[src/rtl/sys_array_feeder_pkg.sv]
// Shared types and constants for the 2x2 systolic array feeder.
package sys_array_pkg;

  typedef enum logic [1:0] {
    IDLE = 2'd0,
    FEED = 2'd1,
    WAIT = 2'd2,
    HOLD = 2'd3
  } feeder_state_t;

  localparam int DATA_W_DEF  = 32;
  localparam int RES_W       = 2 * DATA_W_DEF;
  localparam int FEED_CYCLES = 3;

  // Element slot within a packed 2x2 matrix: slot k occupies [k*DATA_W +: DATA_W].
  localparam int IDX_00 = 0;
  localparam int IDX_01 = 1;
  localparam int IDX_10 = 2;
  localparam int IDX_11 = 3;

endpackage

[src/rtl/sys_array_feeder_if.sv]
// Operand and result valid/ready channels of the feeder.
// Handshake rule for both channels: a transfer happens on a rising edge where
// valid and ready are both high; valid, once raised, holds its payload stable
// until that transfer.
interface sys_array_feeder_if #(
  parameter int DATA_W = 32
);
  logic                  in_valid;
  logic                  in_ready;
  logic [4*DATA_W-1:0]   mat_a;
  logic [4*DATA_W-1:0]   mat_b;

  logic                  res_valid;
  logic                  res_ready;
  logic [2*DATA_W-1:0]   res_00;
  logic [2*DATA_W-1:0]   res_01;
  logic [2*DATA_W-1:0]   res_10;
  logic [2*DATA_W-1:0]   res_11;
  logic [3:0]            res_carry;
  logic                  res_err;

  modport master (
    output in_valid, mat_a, mat_b, res_ready,
    input  in_ready, res_valid, res_00, res_01, res_10, res_11, res_carry, res_err
  );

  modport slave (
    input  in_valid, mat_a, mat_b, res_ready,
    output in_ready, res_valid, res_00, res_01, res_10, res_11, res_carry, res_err
  );
endinterface

[src/rtl/sys_array_feeder_skew.sv]
// Diagonal skew mux: picks the row/column stream values for one feed cycle.
module sys_array_skew
  import sys_array_pkg::*;
#(
  parameter int DATA_W = DATA_W_DEF
) (
  input  logic                feeding,
  input  logic [1:0]          cnt,
  input  logic [4*DATA_W-1:0] a,
  input  logic [4*DATA_W-1:0] b,
  output logic [DATA_W-1:0]   row0,
  output logic [DATA_W-1:0]   row1,
  output logic [DATA_W-1:0]   col0,
  output logic [DATA_W-1:0]   col1
);

  always_comb begin
    row0 = '0;
    row1 = '0;
    col0 = '0;
    col1 = '0;
    if (feeding) begin
      case (cnt)
        2'd0: begin
          row0 = a[IDX_00*DATA_W +: DATA_W];
          col0 = b[IDX_00*DATA_W +: DATA_W];
        end
        2'd1: begin
          row0 = a[IDX_01*DATA_W +: DATA_W];
          row1 = a[IDX_10*DATA_W +: DATA_W];
          col0 = b[IDX_10*DATA_W +: DATA_W];
          col1 = b[IDX_01*DATA_W +: DATA_W];
        end
        2'd2: begin
          row1 = a[IDX_11*DATA_W +: DATA_W];
          col1 = b[IDX_11*DATA_W +: DATA_W];
        end
        default: ;
      endcase
    end
  end

endmodule

[src/rtl/sys_array_feeder.sv]
// Feeds one operand pair into the 2x2 systolic array, waits for done (or a
// timeout) and holds the captured results for the downstream consumer.
module sys_array_feeder
  import sys_array_pkg::*;
#(
  parameter int DATA_W  = DATA_W_DEF,
  parameter int TIMEOUT = 64
) (
  input  logic                 clk,
  input  logic                 rst,
  sys_array_feeder_if.slave    bus,
  output logic                 load_in,
  output logic [DATA_W-1:0]    row_in_row0,
  output logic [DATA_W-1:0]    row_in_row1,
  output logic [DATA_W-1:0]    col_in_col0,
  output logic [DATA_W-1:0]    col_in_col1,
  input  logic [2*DATA_W-1:0]  result_row00,
  input  logic [2*DATA_W-1:0]  result_row01,
  input  logic [2*DATA_W-1:0]  result_row10,
  input  logic [2*DATA_W-1:0]  result_row11,
  input  logic                 carry_00,
  input  logic                 carry_01,
  input  logic                 carry_10,
  input  logic                 carry_11,
  input  logic                 done,
  output feeder_state_t        state
);

  localparam int              CNT_W     = $clog2(TIMEOUT);
  localparam logic [CNT_W-1:0] WAIT_LAST = CNT_W'(TIMEOUT - 1);
  localparam logic [1:0]      FEED_LAST = 2'(FEED_CYCLES - 1);

  logic [4*DATA_W-1:0] a_q, b_q;
  logic [1:0]          feed_cnt;
  logic [CNT_W-1:0]    wait_cnt;

  // Stream values for the *next* cycle, so the registered streams line up
  // with load_in and feed_cnt.
  logic                sk_feeding;
  logic [1:0]          sk_cnt;
  logic [4*DATA_W-1:0] sk_a, sk_b;
  logic [DATA_W-1:0]   sk_row0, sk_row1, sk_col0, sk_col1;

  always_comb begin
    sk_feeding = 1'b0;
    sk_cnt     = '0;
    sk_a       = a_q;
    sk_b       = b_q;
    if (state == IDLE && bus.in_valid && bus.in_ready) begin
      sk_feeding = 1'b1;
      sk_a       = bus.mat_a;
      sk_b       = bus.mat_b;
    end else if (state == FEED && feed_cnt != FEED_LAST) begin
      sk_feeding = 1'b1;
      sk_cnt     = feed_cnt + 2'd1;
    end
  end

  sys_array_skew #(.DATA_W(DATA_W)) u_skew (
    .feeding (sk_feeding),
    .cnt     (sk_cnt),
    .a       (sk_a),
    .b       (sk_b),
    .row0    (sk_row0),
    .row1    (sk_row1),
    .col0    (sk_col0),
    .col1    (sk_col1)
  );

  always_ff @(posedge clk or posedge rst) begin
    if (rst) begin
      state         <= IDLE;
      a_q           <= '0;
      b_q           <= '0;
      feed_cnt      <= '0;
      wait_cnt      <= '0;
      load_in       <= 1'b0;
      row_in_row0   <= '0;
      row_in_row1   <= '0;
      col_in_col0   <= '0;
      col_in_col1   <= '0;
      bus.in_ready  <= 1'b0;
      bus.res_valid <= 1'b0;
      bus.res_00    <= '0;
      bus.res_01    <= '0;
      bus.res_10    <= '0;
      bus.res_11    <= '0;
      bus.res_carry <= '0;
      bus.res_err   <= 1'b0;
    end else begin
      load_in     <= sk_feeding;
      row_in_row0 <= sk_row0;
      row_in_row1 <= sk_row1;
      col_in_col0 <= sk_col0;
      col_in_col1 <= sk_col1;
      case (state)
        IDLE: begin
          if (bus.in_valid && bus.in_ready) begin
            a_q          <= bus.mat_a;
            b_q          <= bus.mat_b;
            feed_cnt     <= '0;
            bus.in_ready <= 1'b0;
            state        <= FEED;
          end else begin
            bus.in_ready <= 1'b1;
          end
        end
        FEED: begin
          if (feed_cnt == FEED_LAST) begin
            wait_cnt <= '0;
            state    <= WAIT;
          end else begin
            feed_cnt <= feed_cnt + 2'd1;
          end
        end
        WAIT: begin
          // done takes priority over an expiry in the same cycle
          if (done) begin
            bus.res_00    <= result_row00;
            bus.res_01    <= result_row01;
            bus.res_10    <= result_row10;
            bus.res_11    <= result_row11;
            bus.res_carry <= {carry_11, carry_10, carry_01, carry_00};
            bus.res_err   <= 1'b0;
            bus.res_valid <= 1'b1;
            state         <= HOLD;
          end else if (wait_cnt == WAIT_LAST) begin
            bus.res_00    <= '0;
            bus.res_01    <= '0;
            bus.res_10    <= '0;
            bus.res_11    <= '0;
            bus.res_carry <= '0;
            bus.res_err   <= 1'b1;
            bus.res_valid <= 1'b1;
            state         <= HOLD;
          end else begin
            wait_cnt <= wait_cnt + CNT_W'(1);
          end
        end
        HOLD: begin
          if (bus.res_valid && bus.res_ready) begin
            bus.res_valid <= 1'b0;
            bus.in_ready  <= 1'b1;
            state         <= IDLE;
          end
        end
        default: state <= IDLE;
      endcase
    end
  end

endmodule
[src/flat_wrapper.sv]
// flat-port wrapper written by rule: the top's interface ports become plain ports
module sys_array_feeder_flat import sys_array_pkg::*;
#(
  parameter int DATA_W  = DATA_W_DEF,
  parameter int TIMEOUT = 64
)
  (clk, rst, load_in, row_in_row0, row_in_row1, col_in_col0, col_in_col1, result_row00, result_row01, result_row10, result_row11, carry_00, carry_01, carry_10, carry_11, done, state, bus_in_valid, bus_mat_a, bus_mat_b, bus_res_ready, bus_in_ready, bus_res_valid, bus_res_00, bus_res_01, bus_res_10, bus_res_11, bus_res_carry, bus_res_err);
  sys_array_feeder_if #(.DATA_W(DATA_W)) bus_i ();
  input  logic clk;
  input  logic rst;
  output logic load_in;
  output logic [DATA_W-1:0] row_in_row0;
  output logic [DATA_W-1:0] row_in_row1;
  output logic [DATA_W-1:0] col_in_col0;
  output logic [DATA_W-1:0] col_in_col1;
  input  logic [2*DATA_W-1:0] result_row00;
  input  logic [2*DATA_W-1:0] result_row01;
  input  logic [2*DATA_W-1:0] result_row10;
  input  logic [2*DATA_W-1:0] result_row11;
  input  logic carry_00;
  input  logic carry_01;
  input  logic carry_10;
  input  logic carry_11;
  input  logic done;
  output feeder_state_t state;
  input wire logic [$bits(bus_i.in_valid)-1:0] bus_in_valid;
  input wire logic [$bits(bus_i.mat_a)-1:0] bus_mat_a;
  input wire logic [$bits(bus_i.mat_b)-1:0] bus_mat_b;
  input wire logic [$bits(bus_i.res_ready)-1:0] bus_res_ready;
  output wire logic [$bits(bus_i.in_ready)-1:0] bus_in_ready;
  output wire logic [$bits(bus_i.res_valid)-1:0] bus_res_valid;
  output wire logic [$bits(bus_i.res_00)-1:0] bus_res_00;
  output wire logic [$bits(bus_i.res_01)-1:0] bus_res_01;
  output wire logic [$bits(bus_i.res_10)-1:0] bus_res_10;
  output wire logic [$bits(bus_i.res_11)-1:0] bus_res_11;
  output wire logic [$bits(bus_i.res_carry)-1:0] bus_res_carry;
  output wire logic [$bits(bus_i.res_err)-1:0] bus_res_err;
  assign bus_i.in_valid = bus_in_valid;
  assign bus_i.mat_a = bus_mat_a;
  assign bus_i.mat_b = bus_mat_b;
  assign bus_i.res_ready = bus_res_ready;
  assign bus_in_ready = bus_i.in_ready;
  assign bus_res_valid = bus_i.res_valid;
  assign bus_res_00 = bus_i.res_00;
  assign bus_res_01 = bus_i.res_01;
  assign bus_res_10 = bus_i.res_10;
  assign bus_res_11 = bus_i.res_11;
  assign bus_res_carry = bus_i.res_carry;
  assign bus_res_err = bus_i.res_err;
  sys_array_feeder #(.DATA_W(DATA_W), .TIMEOUT(TIMEOUT)) u_core (.clk(clk), .rst(rst), .bus(bus_i), .load_in(load_in), .row_in_row0(row_in_row0), .row_in_row1(row_in_row1), .col_in_col0(col_in_col0), .col_in_col1(col_in_col1), .result_row00(result_row00), .result_row01(result_row01), .result_row10(result_row10), .result_row11(result_row11), .carry_00(carry_00), .carry_01(carry_01), .carry_10(carry_10), .carry_11(carry_11), .done(done), .state(state));
endmodule
[config.mk]
export PLATFORM = sky130hd
export DESIGN_NAME = sys_array_feeder_flat
export DESIGN_NICKNAME = d
export VERILOG_FILES = /design/src/rtl/sys_array_feeder_pkg.sv /design/src/rtl/sys_array_feeder_if.sv /design/src/rtl/sys_array_feeder_skew.sv /design/src/rtl/sys_array_feeder.sv /design/src/flat_wrapper.sv
export SDC_FILE = /design/constraint.sdc
export NUM_CORES = 1
export LEC_CHECK = 0
export CAP_MARGIN = 20
export CORE_AREA = 4 4 356 358
export DETAILED_ROUTE_END_ITERATION = 8
export DIE_AREA = 0 0 360 362
export DONT_BUFFER_PORTS = 1
export HOLD_SLACK_MARGIN = 0.05
export PLACE_DENSITY = 0.45
export SYNTH_ARGS = -nofsm -noshare
export SYNTH_HDL_FRONTEND = slang
export SYNTH_SLANG_ARGS = --single-unit
[constraint.sdc]
create_clock -name clk -period 65.9 [get_ports clk]
set_input_delay 13.18 -clock clk [delete_from_list [all_inputs] [get_ports clk]]
set_output_delay 13.18 -clock clk [all_outputs]
set_load 0.02 [all_outputs]
-- Word level (Yosys, flattened, before mapping)
Cells that the tools add are included.
- memories: 0
- bits of input ports: 521
- bits in latches: 0
- bits in writable memories: 0
- logic and storage cells: 96
- bits in read-only memories: 0
- register bits after elaboration: 658
- shift operators: 0
- multipliers: 0
- reduce and logical (&&, ||, !) cells: 19
- bitwise logic cells: 0
- equal/unequal tests: 15
- mux-type cells: 42
- magnitude comparators: 0
- divide/modulo/power cells: 0
- $add $sub $neg: 2
- operator list (cell ; number):
    $mux W64 ; 5
    $mux W128 ; 2
    $pmux W32 S2 ; 4
    $mux W32 ; 4
    $mux W2 ; 9
    $mux W6 ; 3
    $ne A2 B2 Y1 const B ; 6
    $pmux W6 S2 ; 1
    $reduce_bool A2 Y1 ; 5
    $eq A2 B2 Y1 const B ; 4
    $mux W1 ; 8
    $mux W4 ; 2
    $pmux W2 S4 ; 1
    $reduce_and A4 Y1 ; 2
    $add A6 B1 Y6 const B ; 1
    $eq A6 B6 Y1 const B ; 1
    $reduce_and A2 Y1 ; 3
    $reduce_and A3 Y1 ; 2
    $logic_and A1 B1 Y1 ; 5
    $eq A2 B1 Y1 const B ; 2
    $logic_not A2 Y1 ; 2
    $pmux W1 S2 ; 2
    $pmux W2 S2 ; 1
    $ne A3 B2 Y1 const B ; 1
    other kinds (2) ; 2

-- Depth between registers and ports, before layout
- word-level depth: 7
- mapped depth: 14

-- By module
A second synthesis with hierarchy kept.
- cell total of the unflattened synthesis: 2996
- area total of the unflattened synthesis: 26857.0 µm²
- modules (own cells, without submodules) (module ; instances ; cells an instance ; sequential area each (µm²) ; area each (µm²)):
    sys_array_feeder ; 1 ; 2693 ; 16465.8 ; 24951.4
    sys_array_skew ; 1 ; 303 ; 0.0 ; 1905.6

-- Worst setup path after synthesis
OpenSTA, ideal clock, no wires.
- path type: input-to-reg
- from: input bus_in_valid
- to: register u_core.col_in_col0[10]
- path buffers: 5
- library setup time: 0.132 ns
- cell stages on the path: 12
- path slack: 50.678 ns
- arrival time: 15.090 ns
- cell sequence: and3_1 > buf_4 > buf_4 > buf_6 > nor3_1 > inv_1 > ha_1 > o21a_1 > clkbuf_1 > clkbuf_1 > a22oi_1 > nor2_1
- cells in the longest elaborated chain, start to end: 6
- elaborated cells on any way between the ends: 9
- RTL lines (element ; line ; source):
    from (decl) ; flat_wrapper.sv:26 ; input wire logic [$bits(bus_i.in_valid)-1:0] bus_in_valid;
    $logic_and A1 B1 Y1 * (2 in a row) ; sys_array_feeder.sv:49 ; if (state == IDLE && bus.in_valid && bus.in_ready) begin
    $mux W2 ; sys_array_feeder.sv:49 ;
    $eq A2 B1 Y1 or $logic_not A2 Y1 (tied branches) ; sys_array_feeder_skew.sv:23 ; case (cnt)
    $pmux W32 S2 ; sys_array_feeder_skew.sv:23 ;
    $mux W32 * ; sys_array_feeder_skew.sv:22 ; if (feeding) begin
    named net u_core.sk_col0[10] ; sys_array_feeder.sv:42 ; logic [DATA_W-1:0] sk_row0, sk_row1, sk_col0, sk_col1;
    to (signal assigned) ; sys_array_feeder.sv:94 ; col_in_col0 <= sk_col0;
    to (decl) ; sys_array_feeder.sv:15 ; output logic [DATA_W-1:0] col_in_col0,
The timed path passes the listed nets; every way through them passes the cells marked *.
A chain may end at the register's enable or synchronous reset.

-- Worst setup path in the final report
- from: input bus_in_valid
- to: register u_core.row_in_row0[26]
- cells in the longest elaborated chain, start to end: 6
- elaborated cells on any way between the ends: 9
- RTL lines (element ; line ; source):
    $logic_and A1 B1 Y1 * (2 in a row) ; sys_array_feeder.sv:49 ;
    $mux W2 ; sys_array_feeder.sv:49 ;
    $eq A2 B1 Y1 or $logic_not A2 Y1 (tied branches) ; sys_array_feeder_skew.sv:23 ;
    $pmux W32 S2 ; sys_array_feeder_skew.sv:23 ;
    $mux W32 * ; sys_array_feeder_skew.sv:22 ;
    named net u_core.sk_row0[26] ; sys_array_feeder.sv:42 ;
    to (signal assigned) ; sys_array_feeder.sv:92 ; row_in_row0 <= sk_row0;
    to (decl) ; sys_array_feeder.sv:13 ; output logic [DATA_W-1:0] row_in_row0,
Marks and branches as above.

==> summary.txt <==
Critical path
  • Startpoint Class: primary input
  • R2R Path Start: u_core.state[0]$_DFFE_PP0P_
  • Crit-path max FO: 65
  • Worst R2R Path Depth: 11
  • Crit Path Category: primary input to register
  • Critical path required time: 66.47 ns
  • Worst Setup End Kind: register
  • Critical Path AT: 16.32 ns
  • R2R setup slack: 61.49 ns
  • R2r endpoint: u_core.row_in_row0[26]$_DFF_PP0_

Drt
  • DRT antenna net count: 0
  • Vias per cell: 4.260
  • First-pass detailed-route iteration total: 5
  • DRC: 0
  • Detailed Route WL: 86.06 mm
  • Drt wl/cell: 22.36 um
  • Initial drt markers: 1243
  • Total number of vias: 16.39k

Yosys
  • Unique masters post-synth: 38
  • Synth Area in XOR/XNOR: 0
  • Mapped Area: 25500 um^2
  • Mapped Nets: 2725
  • Syn avg cell area: 11.62 um^2
  • Simple-Gate Fraction of Synth Area: 0.1036
  • Mux cell area share after synthesis: 0.1191
  • Synth Instances: 2194
  • Largest family of logic cells by synthesized area: multiplexers
  • Adder-cell share of the synthesized area: 0.004907
  • Post-synthesis compound-gate area fraction: 0.09593
  • Yosys reg bits: 658
  • Synth warn: 0
  • Sequential area share after synthesis: 0.6458

Placed design
  • Placement Cell Area: 27050 um^2
  • Post-DP HPWL: 58.81 mm
  • Number of I/O port buffers: 0
  • GPL Wtd Cong: 0.8279
  • Setup slack at placement: 49.38 ns

Pwr
  • Pleak: 12.59 nW
  • Peak supply drop: 0.00002551 V
  • PwrDens: 54.25 nW/um^2

Clocking
  • Worst skew pair latency: 0.67 ns
  • Cts repair resizes: 0
  • Cts-stage hold buffer count: 0
  • Num CTS Buffers: 78
  • Clk buf depth: 3
  • Worst-path clk slew: 0.06 ns
  • Setup Buffers After CTS: 0
  • CTS tree: done
  • CTS H-Tree Depth: 3
  • CTS Root Cell: clkbuf_16
  • CTS Sinks: 658

STA
  • Final Hold Fails: 0
  • Final Skew: 0.04743 ns
  • Worst-Margin Slew: 1.153 ns
  • Sum Neg Setup Slack: 0 ns
  • Setup-failing EPs final: 0
  • Worst setup margin: 50.15 ns
  • Highest Clock Rate: 63.49 MHz
  • RSZ-0062 raised after global routing: false
  • Slew headroom: 0.2314
  • Worst hold slack: 0.4927 ns
  • Final Max Tran Viols: 0
  • Tmin final: 15.75 ns
  • Final period util: 0.2390

Run status
  • Status: complete, no violations

Final layout
  • Fraction of layout cells with a size suffix above 1: 0.1843
  • FILL cells: 13.09k
  • Leading cell type in the layout, fill and taps excluded: dfrtp_1
  • Area added between synthesis and finish: 16.47%
  • Final instance area: 29700 um^2
  • Commonest non-fill, non-tap cells in the layout: dfrtp_1 (658), nand2_1 (524), o21ai_0 (267), mux2_2 (218), nor2_1 (136)
  • # nets final: 2665

Min path
  • WHS Path Cells: 1
  • Min-delay src: u_core.a_q[92]$_DFFE_PP0P_
  • Worst Hold Endpoint: u_core.a_q[92]$_DFFE_PP0P_
  • Hold Crit Class: register to register

Die
  • Horiz. Die Dim: 360 um
  • Io pins: 915
  • Starting Density: 0.2068
  • Row cnt: 129
  • Core area: 123300 um^2
  • Die span in y: 362 um
  • Die ar.: 130300 um^2

Global route
  • Total GRT Usage: 0.1272
  • Initial antenna violation count: 37
  • Met1 Usage GRT: 0.1492
  • Grt met2 use: 0.2088
  • Top Usage Layer GRT: met2
  • Pin count of the biggest net entering global routing: 190
  • Global-route wire length before repair: 125.3 mm
  • GRT overflow: 0
  • Vias in the first global route: 17.13k
  • Met3 Use GR: 0.05397

Flow run
  • Maxcap violations: 0
## state kept, by name, summed over array words and instances (netlist names)
signal and cells:
u_core.bus.res_00 64, u_core.bus.res_01 64, u_core.col_in_col0 32, u_core.b_q 128, u_core.bus.res_10 64, u_core.row_in_row1 32
u_core.bus.in_ready 1, u_core.feed_cnt 2, u_core.bus.res_11 64, u_core.col_in_col1 32, u_core.row_in_row0 32, u_core.state 2
u_core.bus.res_err 1, u_core.bus.res_valid 1, u_core.wait_cnt 6, u_core.bus.res_carry 4, u_core.load_in 1, u_core.a_q 128
## power by group
part / switching (mW) / total, mW / internal (mW) / leakage, nW
Combinational: 0.229 / 0.400 / 0.171 / 3.09
Clock: 0.184 / 0.437 / 0.253 / 1.26
Sequential: 0.203 / 0.774 / 0.571 / 8.24
## metrics by stage
step	utilization	cells	total power, mW
finish	0.2408	3848	1.611
global route	0.2406	3838	1.718
CTS	0.2405	3829	1.641
detailed placement	0.2194	3691	1.191
global placement	0.2194	3691	1.184
floorplan	-	2194	1.058
## area by class of cell
type	instances	area, um^2	share of cell area
flip-flops and latches	658	16470	0.5544
inverters	8	37.54	0.001264
diodes	19	47.55	0.001601
clock inverters	22	335.3	0.01129
repair buffers	18	172.7	0.005814
well taps	1637	2048	0.06897
clock buffers	116	2265	0.07626
multi-input cells	1370	8327	0.2804
## worst max path at each step
stage,to,slack (ns),start,cells past startpoint
finish,u_core.row_in_row0[26]$_DFF_PP0_,50.15,bus_in_valid,9
global route,u_core.bus.res_10[12]$_DFFE_PP0P_,49.72,rst,4
CTS,u_core.bus.res_10[12]$_DFFE_PP0P_,50.14,rst,4
detailed placement,u_core.bus.res_10[12]$_DFFE_PP0P_,49.38,rst,4
global placement,u_core.bus.res_10[26]$_DFFE_PP0P_,49.32,rst,4
floorplan,u_core.a_q[0]$_DFFE_PP0P_,34.28,rst,1
## critical path: stages
cell     delay [ns]
and3_4         0.56
nor3_1         0.23
inv_1          0.17
ha_2           0.18
buf_4          0.64
o21a_2         0.25
buf_4          0.63
a22oi_1        0.16
nor2_1         0.15
## kinds of logic after synthesis
kind of cell / count (synthesis)
flip-flops: 658
multiplexers: 257
adder cells (fa/ha/maj): 10
AO/OA/AOI/OAI: 415
AND/OR/NAND/NOR: 688
buffers and inverters: 166
## Yosys cell counts
library cell / instances / share of area
o211ai_1: 1 / 0.00029
dfrtp_1: 658 / 0.65
a21oi_1: 5 / 0.00098
nor3b_1: 1 / 0.00029
a311o_1: 1 / 0.00039
a32oi_1: 1 / 0.00034
ha_1: 10 / 0.0049
buf_2: 19 / 0.0037
o32a_1: 1 / 0.00039
and2_1: 2 / 0.00049
mux2_2: 218 / 0.096
buf_6: 13 / 0.0057
and4_1: 1 / 0.00034
or3_1: 1 / 0.00025
clkbuf_2: 24 / 0.0047
o21ba_2: 1 / 0.00039
a21boi_0: 3 / 0.00088
nand2b_1: 3 / 0.00074
nor3_1: 2 / 0.00039
o31ai_1: 4 / 0.0012
and3_1: 3 / 0.00074
nand3_1: 8 / 0.0016
inv_1: 8 / 0.0012
a22oi_1: 128 / 0.038
or4b_1: 1 / 0.00039
buf_4: 2 / 0.00059
o21ai_0: 267 / 0.052
buf_1: 15 / 0.0022
mux2_4: 38 / 0.022
mux2_1: 1 / 0.00044
o221ai_1: 1 / 0.00034
clkbuf_1: 85 / 0.013
o21a_1: 1 / 0.00029
nor2b_1: 3 / 0.00074
nand4_1: 1 / 0.00025
o22a_1: 1 / 0.00034
nand2_1: 525 / 0.077
nor2_1: 137 / 0.020
## layer usage
layer / wire [um] / share of wire / up-vias
met3: 7692 / 0.089 / 145
met1: 34120 / 0.40 / 8327
li1: - / - / 7279
met4: 2308 / 0.027 / 24
met2: 41790 / 0.49 / 619
met5: 148 / 0.0017 / -
No activity file was read; power rests on OpenSTA's default activity.
